[config.mk]
export PLATFORM = sky130hd
export DESIGN_NAME = pc_sequencer
export DESIGN_NICKNAME = d
export VERILOG_FILES = /design/src/rtl/pc_pkg.sv /design/src/rtl/pc_next_calc.sv /design/src/rtl/pc_sequencer.sv
export SDC_FILE = /design/constraint.sdc
export NUM_CORES = 1
export LEC_CHECK = 0
export CAP_MARGIN = 20
export CORE_MARGIN = 10
export CORE_UTILIZATION = 53
export CTS_CLUSTER_DIAMETER = 150
export CTS_CLUSTER_SIZE = 14
export DETAILED_ROUTE_END_ITERATION = 16
export GPL_TIMING_DRIVEN = 0
export HOLD_SLACK_MARGIN = 0.03
export PLACE_DENSITY = 0.87
export SETUP_SLACK_MARGIN = 0.4
export SYNTH_ARGS = -nofsm -noshare
export SYNTH_HDL_FRONTEND = slang
export SYNTH_HIERARCHICAL = 1
export SYNTH_SLANG_ARGS = --single-unit
export TNS_END_PERCENT = 20
[constraint.sdc]
create_clock -name clk -period 6.8 [get_ports clk]
set_input_delay 1.36 -clock clk [delete_from_list [all_inputs] [get_ports clk]]
set_output_delay 1.36 -clock clk [all_outputs]
set_load 0.005 [all_outputs]
[src/rtl/pc_pkg.sv]
// Shared types and default parameters for the program-counter sequencer.
// Imported by pc_next_calc and pc_sequencer.
package pc_pkg;

   localparam int unsigned PC_WIDTH_DEF     = 8;
   localparam int unsigned RESET_PC_DEF     = 0;
   localparam int unsigned FLUSH_CYCLES_DEF = 2;

   typedef enum logic [1:0] {
      ST_RUN   = 2'd0,
      ST_FLUSH = 2'd1,
      ST_HALT  = 2'd2
   } pc_state_e;

endpackage

[src/rtl/pc_next_calc.sv]
// Next-PC selection: halt > absolute jump > relative branch > increment.
// Purely combinational; the caller decides when requests are sampled.
module pc_next_calc
   import pc_pkg::*;
#(
   parameter int unsigned PC_WIDTH = PC_WIDTH_DEF
) (
   input  logic                sample_en,
   input  logic                halt,
   input  logic                jmp_en,
   input  logic                jump,
   input  logic [PC_WIDTH-1:0] pc,
   input  logic [PC_WIDTH-1:0] br_offset,
   input  logic [PC_WIDTH-1:0] jmp_target,
   output logic [PC_WIDTH-1:0] next_pc,
   output logic                halt_req,
   output logic                redirect
);

   always_comb begin
      next_pc  = pc;
      halt_req = 1'b0;
      redirect = 1'b0;
      if (sample_en) begin
         if (halt) begin
            halt_req = 1'b1;
         end else if (jmp_en) begin
            next_pc  = jmp_target;
            redirect = 1'b1;
         end else if (jump) begin
            // two's-complement offset wraps naturally at PC_WIDTH
            next_pc  = pc + br_offset;
            redirect = 1'b1;
         end else begin
            next_pc  = pc + PC_WIDTH'(1);
         end
      end
   end

endmodule

[src/rtl/pc_sequencer.sv]
// Fetch PC sequencer: RUN / FLUSH / HALT control with redirect bubbles
// and a saturating redirect counter.
module pc_sequencer
   import pc_pkg::*;
#(
   parameter int unsigned PC_WIDTH     = PC_WIDTH_DEF,
   parameter int unsigned RESET_PC     = RESET_PC_DEF,
   parameter int unsigned FLUSH_CYCLES = FLUSH_CYCLES_DEF
) (
   input  logic                clk,
   input  logic                reset_n,
   input  logic                stall,
   input  logic                jump,
   input  logic [PC_WIDTH-1:0] br_offset,
   input  logic                jmp_en,
   input  logic [PC_WIDTH-1:0] jmp_target,
   input  logic                halt,
   output logic [PC_WIDTH-1:0] pc,
   output logic                pc_valid,
   output logic                flush,
   output logic                halted,
   output logic [7:0]          redirect_count
);

   pc_state_e           state_q, state_d;
   logic [PC_WIDTH-1:0] pc_q, pc_d;
   logic [2:0]          cnt_q, cnt_d;
   logic [7:0]          rcnt_q, rcnt_d;

   logic [PC_WIDTH-1:0] next_pc;
   logic                halt_req;
   logic                redirect;
   logic                sample_en;

   assign sample_en = (state_q == ST_RUN) && !stall;

   pc_next_calc #(
      .PC_WIDTH (PC_WIDTH)
   ) u_next (
      .sample_en  (sample_en),
      .halt       (halt),
      .jmp_en     (jmp_en),
      .jump       (jump),
      .pc         (pc_q),
      .br_offset  (br_offset),
      .jmp_target (jmp_target),
      .next_pc    (next_pc),
      .halt_req   (halt_req),
      .redirect   (redirect)
   );

   always_comb begin
      state_d = state_q;
      pc_d    = pc_q;
      cnt_d   = cnt_q;
      rcnt_d  = rcnt_q;
      if (!stall) begin
         unique case (state_q)
            ST_RUN: begin
               pc_d = next_pc;
               if (halt_req) begin
                  state_d = ST_HALT;
               end else if (redirect) begin
                  state_d = ST_FLUSH;
                  cnt_d   = 3'(FLUSH_CYCLES);
                  if (rcnt_q != 8'hFF) begin
                     rcnt_d = rcnt_q + 8'd1;
                  end
               end
            end
            ST_FLUSH: begin
               cnt_d = cnt_q - 3'd1;
               if (cnt_q == 3'd1) begin
                  state_d = ST_RUN;
               end
            end
            ST_HALT: begin
               state_d = ST_HALT;
            end
            default: begin
               state_d = ST_RUN;
               cnt_d   = 3'd0;
            end
         endcase
      end
   end

   always_ff @(posedge clk) begin
      if (!reset_n) begin
         state_q <= ST_RUN;
         pc_q    <= PC_WIDTH'(RESET_PC);
         cnt_q   <= 3'd0;
         rcnt_q  <= 8'd0;
      end else begin
         state_q <= state_d;
         pc_q    <= pc_d;
         cnt_q   <= cnt_d;
         rcnt_q  <= rcnt_d;
      end
   end

   assign pc             = pc_q;
   assign pc_valid       = (state_q == ST_RUN);
   assign flush          = (state_q == ST_FLUSH);
   assign halted         = (state_q == ST_HALT);
   assign redirect_count = rcnt_q;

endmodule

==> flow_metrics.tcl <==
set metrics [dict create \
    period_minus_slack_ps 4376 \
    ys.flop_type "dfxtp_1" \
    synth_top_area_cell "dfxtp_1" \
    cp_slowest_cell "or4_4" \
    grt_max_degree 13 \
    cpMostUsedCell "clkbuf_1" \
    via_per_inst 5.816 \
    grt_setup_unrepaired "false" \
    powerDensity_nw_per_um2 128.0 \
    clock_power_share_pct 23.5 \
    yosys.area.top_type_share_pct 26.09 \
    power.switching_w 0.00007969 \
    hold_class "flop to flop" \
    outcome "complete, no violations" \
    floorplan.initialDensity_pct 56.97 \
    dp_cells 284 \
    grt_pass1_vias 1549 \
    drv_cap 0 \
    synth-seq-cells 21 \
    mostFrequentLayoutCells "40 x nand2_1, 39 x clkdlybuf4s50_1, 21 x dfxtp_1, 19 x a21oi_1, 13 x nor2_1" \
    core_region_area_um2 2829 \
    cts.repair.resized 0 \
    drt_iter0_drc 85 \
    layout.cells.most_common "nand2_1" \
    synthArstFlopShare_pct 0 \
    cts.sink_count 21 \
    relSlewSlack_pct 62.33 \
    drc 0 \
    synth.distinct_cells 48 \
    startpoint_type "input pin" \
    worstPathCellList "clkdlybuf4s50_1, or3_1, clkbuf_1, clkinv_1, nand2b_1, clkbuf_1, nor2_1, nand4b_1, or4_4, a221oi_2" \
    cts_tree "yes" \
    r2r_start "state_q[0]$_SDFFE_PN0P_" \
    yosys-top-cells-area "dfxtp_1 26%, nand2_1 9.3%, ha_1 7.8%, a21oi_1 5.9%, mux2i_1 5.6%" \
    wire_per_inst_um 14.57 \
    path_class "input pin to flop" \
    grt_pass1_wl_um 7010 \
    finalHoldViolations 0 \
    routed-via-count 1675 \
    ctsRootBufferMaster "clkbuf_4" \
    synth_warnings 6 \
    p_sw_share_pct 30.11 \
    layout.cells.non_filler 288 \
    path_clk_slew_ps 120 \
    fin_nets 291 \
    yosysSeqAreaShare_pct 26.09 \
    cp_top_family "simple AND/OR/NAND/NOR gates" \
    antenna_left 0 \
    num_rows 19 \
    fin_setup_tns_ps 0 \
    fin_skew_ps 8.266 \
    drive_gt1_share_pct 4.669 \
    numPortBuffers 39 \
    r2r_end "redirect_count[7]$_SDFFE_PN0P_" \
    htreeDepth 1 \
    crit_required_ps 7040 \
    routabilityCongestion 0.8806 \
    r2r_slack_ps 3410 \
    crit_arrival_ps 4610 \
    hold-path-endpoint "cnt_q[1]$_SDFFE_PN0P_" \
    clk-insertion-delay-late_ps 320 \
    cpPeakStageDelay_ps 600 \
    die_w_um 75.14 \
    finalSetupViolCount 0 \
    syn-num-nets 247 \
    die-area_um2 5646 \
    seqPwrFrac_pct 49.3 \
    antenna_found_initial 0 \
    max_freq_mhz 228.5 \
    cts_buffer_depth 2 \
    insertedDiodeCount 0 \
    synth_edf_count 0 \
    synthesis.area_um2 1612 \
    fin_crit_sh_pct 64.35 \
    hold_depth 2 \
    dpl.hpwl_um 3235 \
    grt_util_all_layers_pct 15.34 \
    totalWireLength_um 4197 \
    p_comb_share_pct 27.2 \
    cts_inserted_buffers 3 \
    syn_avg_cell_area_um2 7.531 \
    netlist_instances 214 \
    r2r_cells 10 \
    overflow 0 \
    worst-path-buf-inv 4 \
    p_leak_nw 0.7553 \
    dr.pass1.iters 4 \
    hp-start "cnt_q[1]$_SDFFE_PN0P_" \
    p_int_w 0.0001850 \
    io_pins 41 \
    nFillCells 241 \
    cp_max_fo 10 \
    postCtsSetupRepairBufs 0 \
    worst_setup_path_end_kind "flop" \
    fp.dieH_um 75.14 \
    tightest_slew_ps 550.8 \
    ir_worst_vdd_mv 0.1018 \
    syn2layout_area_growth_pct 28.34 \
    fin_hold_ws_ps 473.0 \
    slew_violations 0 \
    ctsHoldBuffers 0 \
]
-- per-layer routing --
layer	share of wire [%]	global-route usage, %
met3	9.9	4.993
met4	1.4	6.186
met2	47	26.57
met5	0	0
met1	41	17.00
-- Yosys cell counts (2+ instances only) --
master,number
dfxtp_1,21
clkbuf_1,7
nand4_1,2
nand2b_1,9
o21a_1,3
inv_1,10
o31a_1,2
ha_1,10
a21oi_1,19
a21o_1,3
and2_1,6
nand3_1,4
nor3_1,6
o21ai_0,7
nand3b_1,2
or4_1,2
mux2i_1,9
a211oi_1,8
nor3b_1,2
or3_1,2
nand2_1,40
nor2_1,13
nor2b_1,2
-- tightest hold or removal path, stage by stage (launching register included) --
cell	delay, ps
dfxtp_1	330
nand2_1	50
mux2i_1	60
-- flip-flops by register name, indices dropped and copies added, names as in the netlist --
register,cells
pc,8
redirect_count,8
cnt_q,3
state_q,2
-- worst max-delay path by stage --
| stage | slack, ps | start | cells after the start | endpoint |
|---|---|---|---|---|
| floorplan | 3150 | stall | 9 | redirect_count[7]$_SDFFE_PN0P_ |
| detailed placement | 2130 | stall | 10 | redirect_count[7]$_SDFFE_PN0P_ |
| global route | 2210 | stall | 10 | redirect_count[7]$_SDFFE_PN0P_ |
| CTS | 2450 | stall | 10 | redirect_count[7]$_SDFFE_PN0P_ |
| global placement | 2170 | stall | 10 | redirect_count[7]$_SDFFE_PN0P_ |
| finish | 2420 | stall | 10 | redirect_count[7]$_SDFFE_PN0P_ |
-- cell families (layout without fill, tap and decap cells) --
family | count (synthesis) | after routing | share of synthesized area [%]
muxes | 9 | 9 | 5.590
adders and majority gates | 11 | 11 | 9.006
buffers and inverters | 20 | 63 | 5.124
AOI/OAI and AO/OA | 52 | 52 | 21.35
and+or+nand+nor | 101 | 101 | 32.84
DFF | 21 | 21 | 26.09
-- power by group through the flow --
stage | clock [W] | sequential [W] | combinational [W]
finish | 0.0000621 | 0.000131 | 0.0000720
global route | 0.0000681 | 0.000131 | 0.0000797
CTS | 0.0000654 | 0.000131 | 0.0000723
detailed placement | 0 | 0.000133 | 0.0000718
global placement | 0 | 0.000133 | 0.0000703
floorplan | 0 | 0.000133 | 0.0000418
-- stage by stage --
step                      worst slack, ps  instance area [µm²]  util [%]  total power [W]
final                                2424                 2068     73.11        0.0002647
after global routing                 2207                 2068     73.11        0.0002790
after CTS                            2449                 2068     73.11        0.0002682
after detailed placement             2129                 2041     72.14        0.0002051
after global placement               2175                 2041     72.14        0.0002034
after floorplan                      3148                 1612         -        0.0001747
-- layout make-up --
cell class	instances	area [µm²]	share of cell area (%)
multi-input combinational	173	1109	53.60
sequential	21	420.4	20.33
buffer	9	41.29	1.996
timing repair buffer	39	390.4	18.87
inverter	11	41.29	1.996
clock buffer	3	22.52	1.089
clock inverter	1	5.005	0.2420
tap	31	38.79	1.875
Note: power is estimated with default switching activity, not from simulation.
==> RTL edit 1 (same flow settings) <==
Re-encode `pc_state_e` (3 states) as one-hot, 3 bits wide.
--- a/src/rtl/pc_pkg.sv
+++ b/src/rtl/pc_pkg.sv
@@ -6,10 +6,10 @@
    localparam int unsigned RESET_PC_DEF     = 0;
    localparam int unsigned FLUSH_CYCLES_DEF = 2;
 
-   typedef enum logic [1:0] {
-      ST_RUN   = 2'd0,
-      ST_FLUSH = 2'd1,
-      ST_HALT  = 2'd2
+   typedef enum logic [2:0] {
+      ST_RUN   = 3'b001,
+      ST_FLUSH = 3'b010,
+      ST_HALT  = 3'b100
    } pc_state_e;
 
 endpackage
Formal check against the unedited RTL: no difference found for any inputs over 10 cycles, from zero or initial values and one cycle with reset_n low; not proved beyond that.
==> RTL edit 1 against the original RTL <==
Final cell count stayed put. Synthesized cell count stayed put. Sequential cell count is 1 higher. Core utilization is 0.66 points higher. Clock power is 64% higher. Area after synthesis is 0.39% lower. Total power is 18% higher. Wire length is 6.9% lower. Worst setup slack better by 0.33 ns. Non-clock buffer count stayed put. Final area is 0.91% higher. Largest power group unchanged.
==> RTL edit 1: results <==
global_route:
  wire_length_of_the_first_global_routing_pass_mm: 6.56
  globalRouteTotalUtil_pct: 14.3
  maximum_number_of_pins_on_one_net_before_global_route_repair: 14
  antenna_violations_before_repair: 0
  via_count_of_the_first_global_routing_pass: 1535
clock_tree:
  tritoncts.num_buffers: 3
  clkLatencyLatePin_ns: 0.31
  cts-root-buf: "sky130_fd_sc_hd__clkbuf_4"
  post_cts_resized: 0
  clkTransAtPathRegs_ns: 0.13
  cts_max_level: 1
  post_cts_buffers: 0
  cts-root-to-sink-buffers: 2
power_and_ir_drop:
  leakage_nw: 0.788
  worst_ir_drop_vdd_uv: 211
  p_int_uw: 228
yosys:
  synth.yosys.warnings: 6
  ys_dominant_reg_cell: "sky130_fd_sc_hd__dfxtp_1"
  synth-seq-area-share_pct: 27.4
  asyncSetResetFlopFracSynth_pct: 0
  yosys-top-cells-count: "31 x sky130_fd_sc_hd__nand2_1, 27 x sky130_fd_sc_hd__a21oi_1, 22 x sky130_fd_sc_hd__dfxtp_1"
  synth.top_cells.by_area: "sky130_fd_sc_hd__dfxtp_1 27%, sky130_fd_sc_hd__a21oi_1 8.4%, sky130_fd_sc_hd__ha_1 7.8%"
  ys_types: 45
  post_synthesis_net_count: 247
worst_setup_path:
  register_to_register_setup_slack_ns: 3.88
  worst_path_arrival_time_ns: 4.27
  highest_delay_cell_along_the_critical_path: "sky130_fd_sc_hd__clkdlybuf4s50_1"
  critical_path.max_stage_delay_ns: 0.51
  cp_max_fo: 11
drt:
  via_count: 1625
  detailedRoute.firstPassIterationCount: 5
  detail_route.iter0.violations: 153
  post_detailed_route_wirelength_per_cell_um: 13.6
layout:
  finish.net_count: 291
  n_antenna_cell: 0
  drive_gt1_share_pct: 7.00
  fillerInstances: 225
worst_hold_path:
  hold_path_class: "flip-flop to flip-flop"
sta:
  slew-limit-headroom_pct: 65.2
  setup-violations-final: 0
  finalClockSkew_ns: 0.00968
placement:
  place_congestion: 0.825
  place.port_buffers: 39
  place_hpwl_mm: 3.08
flow_run:
  maxCapViolations: 0
outcome:
  outcome: "completed"
==> RTL edit 1: cell types whose count changed in the layout (fill, tap and decap cells not counted), sizes merged, moves of 3 or more <==
| cell | change |
|---|---|
| inv | +4 |
| nand3 | +6 |
| o21ai | +7 |
| mux2i | -7 |
| nand2 | -9 |
| a211oi | -3 |
| a21oi | +8 |
==> RTL edit 1: layout make-up <==
type	instances	share of cell area, %
Buffer	9	2.16
Clock buffer	3	1.08
Clock inverter	1	1.44
Inverter	15	2.76
Multi-Input combinational cell	168	50.9
Sequential cell	22	21.1
Tap cell	31	1.86
Timing Repair Buffer	39	18.7
==> RTL edit 1: final timing paths <==
check,from,cells past startpoint,to
worst max-delay path,stall,12,cnt_q[2]
worst min-delay path,redirect_count[6],2,redirect_count[6]
worst max register to register,state_q[1],11,cnt_q[2]
worst min register to register,redirect_count[6],2,redirect_count[6]
==> RTL edit 1: routing by layer <==
| metal | vias up | routed length, um | global-route usage, % |
|---|---|---|---|
| li1 | 844 | - | - |
| met1 | 745 | 1760 | 16.8 |
| met2 | 34 | 1930 | 24.9 |
| met3 | 2 | 202 | 4.47 |
| met4 | 0 | 13 | 3.15 |
| met5 | - | 0 | 0 |
==> RTL edit 1: metrics by stage <==
step | instance area [um2] | hold slack [ns] | worst slack, ns | instances | utilization, %
finish | 2090 | 0.510 | 2.75 | 288 | 73.8
global route | 2090 | 0.538 | 2.49 | 288 | 73.8
CTS | 2090 | 0.510 | 2.76 | 288 | 73.8
detailed placement | 2030 | 0.486 | 2.43 | 284 | 71.9
global placement | 2030 | 0.481 | 2.49 | 284 | 71.9
floorplan | 1610 | 0.472 | 3.45 | 214 | -
==> RTL edit 1: kinds of logic (layout without fill, tap and decap cells) <==
group                      Yosys count  count (layout)  share of synthesized area [%]
and+or+nand+nor                     91              91                           30.2
AOI/OAI and AO/OA                   62              62                           24.5
buffers and inverters               24              67                           6.39
DFF                                 22              22                           27.4
adders and majority gates           11              11                           9.04
muxes                                3               3                           1.95
xor gates and xnor gates             1               1                          0.546
==> RTL edit 1: critical path: cells and delay by family <==
family / cells / cell delay (ns)
buffers and inverters: 5 / 1.33
and+or+nand+nor: 4 / 0.83
AOI/OAI and AO/OA: 3 / 0.73
==> RTL edit 1: power by group through the flow <==
stage / clock network, mW / registers [mW] / logic (mW)
final: 0.102 / 0.137 / 0.0723
after global placement: 0 / 0.140 / 0.0703
after detailed placement: 0 / 0.140 / 0.0721
after CTS: 0.104 / 0.137 / 0.0724
after global routing: 0.109 / 0.138 / 0.0806
after floorplan: 0 / 0.139 / 0.0435
==> RTL edit 2 (same flow settings) <==
Without the edit above. `PC_WIDTH_DEF`: 8 -> 10.
--- a/src/rtl/pc_pkg.sv
+++ b/src/rtl/pc_pkg.sv
@@ -2,7 +2,7 @@
 // Imported by pc_next_calc and pc_sequencer.
 package pc_pkg;
 
-   localparam int unsigned PC_WIDTH_DEF     = 8;
+   localparam int unsigned PC_WIDTH_DEF     = 10;
    localparam int unsigned RESET_PC_DEF     = 0;
    localparam int unsigned FLUSH_CYCLES_DEF = 2;
 
Interface: changed (resized br_offset, jmp_target and pc); port bits go from 41 to 47. The function was not compared with the original's and may differ.
==> RTL edit 2 against the original RTL <==
Wire length up 8.5%. Maximum frequency up 15%. Combinational power up 28%. Die area up 6.4%. Total power up 13%. Largest power group unchanged. Register-to-register slack better by 0.66 ns. Core utilization up 0.84 points. Area after synthesis up 8.8%. Non-clock buffer count up 8. Worst setup slack better by 0.55 ns. Final area up 11%. Sequential cell count up 2.
==> RTL edit 2: results <==
drt:
  via_count: 1790
  detail_route.iter0.violations: 88
  detailedRoute.firstPassIterationCount: 4
  post_detailed_route_wirelength_per_cell_um: 13.8
layout:
  finish.net_count: 325
  fillerInstances: 277
  drive_gt1_share_pct: 4.91
  largest_reg_flops: 10
yosys:
  synth-compound-area-share_pct: 23.8
  post_synth_xor_area_fraction_pct: 3.00
  post_synthesis_net_count: 274
  yosys-top-cells-count: "31 x sky130_fd_sc_hd__a21oi_1, 31 x sky130_fd_sc_hd__nand2_1, 23 x sky130_fd_sc_hd__dfxtp_1"
  synth.top_cells.by_area: "sky130_fd_sc_hd__dfxtp_1 26%, sky130_fd_sc_hd__a21oi_1 8.9%, sky130_fd_sc_hd__ha_1 8.6%"
  ys_types: 46
  synth.mux.area_fraction_pct: 4.00
  synth-seq-area-share_pct: 26.3
  synth_fa_ha_area_share_pct: 9.71
clock_tree:
  cts-root-to-sink-buffers: 2
  clkLatencyLatePin_ns: 0.31
  clkTransAtPathRegs_ns: 0.12
  cts-root-buf: "sky130_fd_sc_hd__clkbuf_4"
global_route:
  via_count_of_the_first_global_routing_pass: 1728
  globalRouteTotalUtil_pct: 15.1
  antenna_violations_before_repair: 0
  maximum_number_of_pins_on_one_net_before_global_route_repair: 13
  wire_length_of_the_first_global_routing_pass_mm: 7.80
worst_setup_path:
  cp_max_fo: 12
  worst_path_arrival_time_ns: 4.07
power_and_ir_drop:
  worst_ir_drop_vdd_uv: 122
  power.share.sequential_pct: 48.6
  power.net_switching_uw: 89.8
  leakage_nw: 0.890
  pwr-share-clk_pct: 20.5
  p_sw_share_pct: 30.1
placement:
  preCtsSetupSlack_ns: 2.67
  place_hpwl_mm: 3.63
  place.port_buffers: 46
  place_congestion: 0.946
outcome:
  outcome: "completed"
sta:
  finalClockSkew_ns: 0.00191
  slew-limit-headroom_pct: 65.6
==> RTL edit 2: cell count changes after synthesis, moves of 3 or more <==
cell	unedited run	this run
sky130_fd_sc_hd__and2_1	6	9
sky130_fd_sc_hd__inv_1	10	7
sky130_fd_sc_hd__a211oi_1	8	3
sky130_fd_sc_hd__nand2_1	40	31
sky130_fd_sc_hd__a21oi_1	19	31
sky130_fd_sc_hd__nand4_1	2	5
sky130_fd_sc_hd__nor2_1	13	20
sky130_fd_sc_hd__o21ai_1	0	8
sky130_fd_sc_hd__nor2b_1	2	5
sky130_fd_sc_hd__nand2b_1	9	3
sky130_fd_sc_hd__xor2_1	0	4
==> RTL edit 2: worst paths after layout <==
path                                          end  slack, ns  cells past startpoint        from
worst min register to register           cnt_q[1]       0.47                      2    cnt_q[1]
worst max-delay path            redirect_count[5]       2.98                     13       stall
worst max register to register  redirect_count[7]       4.07                     12  state_q[1]
worst min-delay path                     cnt_q[1]       0.47                      2    cnt_q[1]
==> RTL edit 2: area by class of cell <==
type	count	area share, %
tap	44	2.40
timing repair buffer	46	20.1
inverter	9	1.69
buffer	10	2.07
sequential	23	20.1
clock buffer	4	1.15
multi-input combinational	193	52.6
==> RTL edit 2: critical path, stage by stage <==
cell and delay, ns:
sky130_fd_sc_hd__clkdlybuf4s50_1 0.48, sky130_fd_sc_hd__inv_2 0.13, sky130_fd_sc_hd__nand2_2 0.08, sky130_fd_sc_hd__clkinv_4 0.08, sky130_fd_sc_hd__buf_2 0.22, sky130_fd_sc_hd__nand2b_1 0.07
sky130_fd_sc_hd__clkbuf_1 0.22, sky130_fd_sc_hd__clkbuf_1 0.25, sky130_fd_sc_hd__nor2_1 0.23, sky130_fd_sc_hd__and2b_1 0.29, sky130_fd_sc_hd__o211ai_4 0.14, sky130_fd_sc_hd__or3_1 0.37
sky130_fd_sc_hd__a21oi_1 0.14
==> RTL edit 2: layer usage <==
| layer | track usage (%) | up-vias | part of all wire (%) |
|---|---|---|---|
| met5 | 0 | - | 0 |
| met3 | 3.23 | 9 | 4.2 |
| li1 | - | 931 | - |
| met1 | 17.2 | 811 | 44 |
| met4 | 5.29 | 0 | 1.8 |
| met2 | 26.9 | 39 | 50 |
==> RTL edit 2: stage by stage <==
stage / instances / util [%] / area (um2)
after global routing: 329 / 74.0 / 2290
after global placement: 325 / 73.1 / 2270
after floorplan: 235 / - / 1750
final: 329 / 74.0 / 2290
after detailed placement: 325 / 73.1 / 2270
after CTS: 329 / 74.0 / 2290
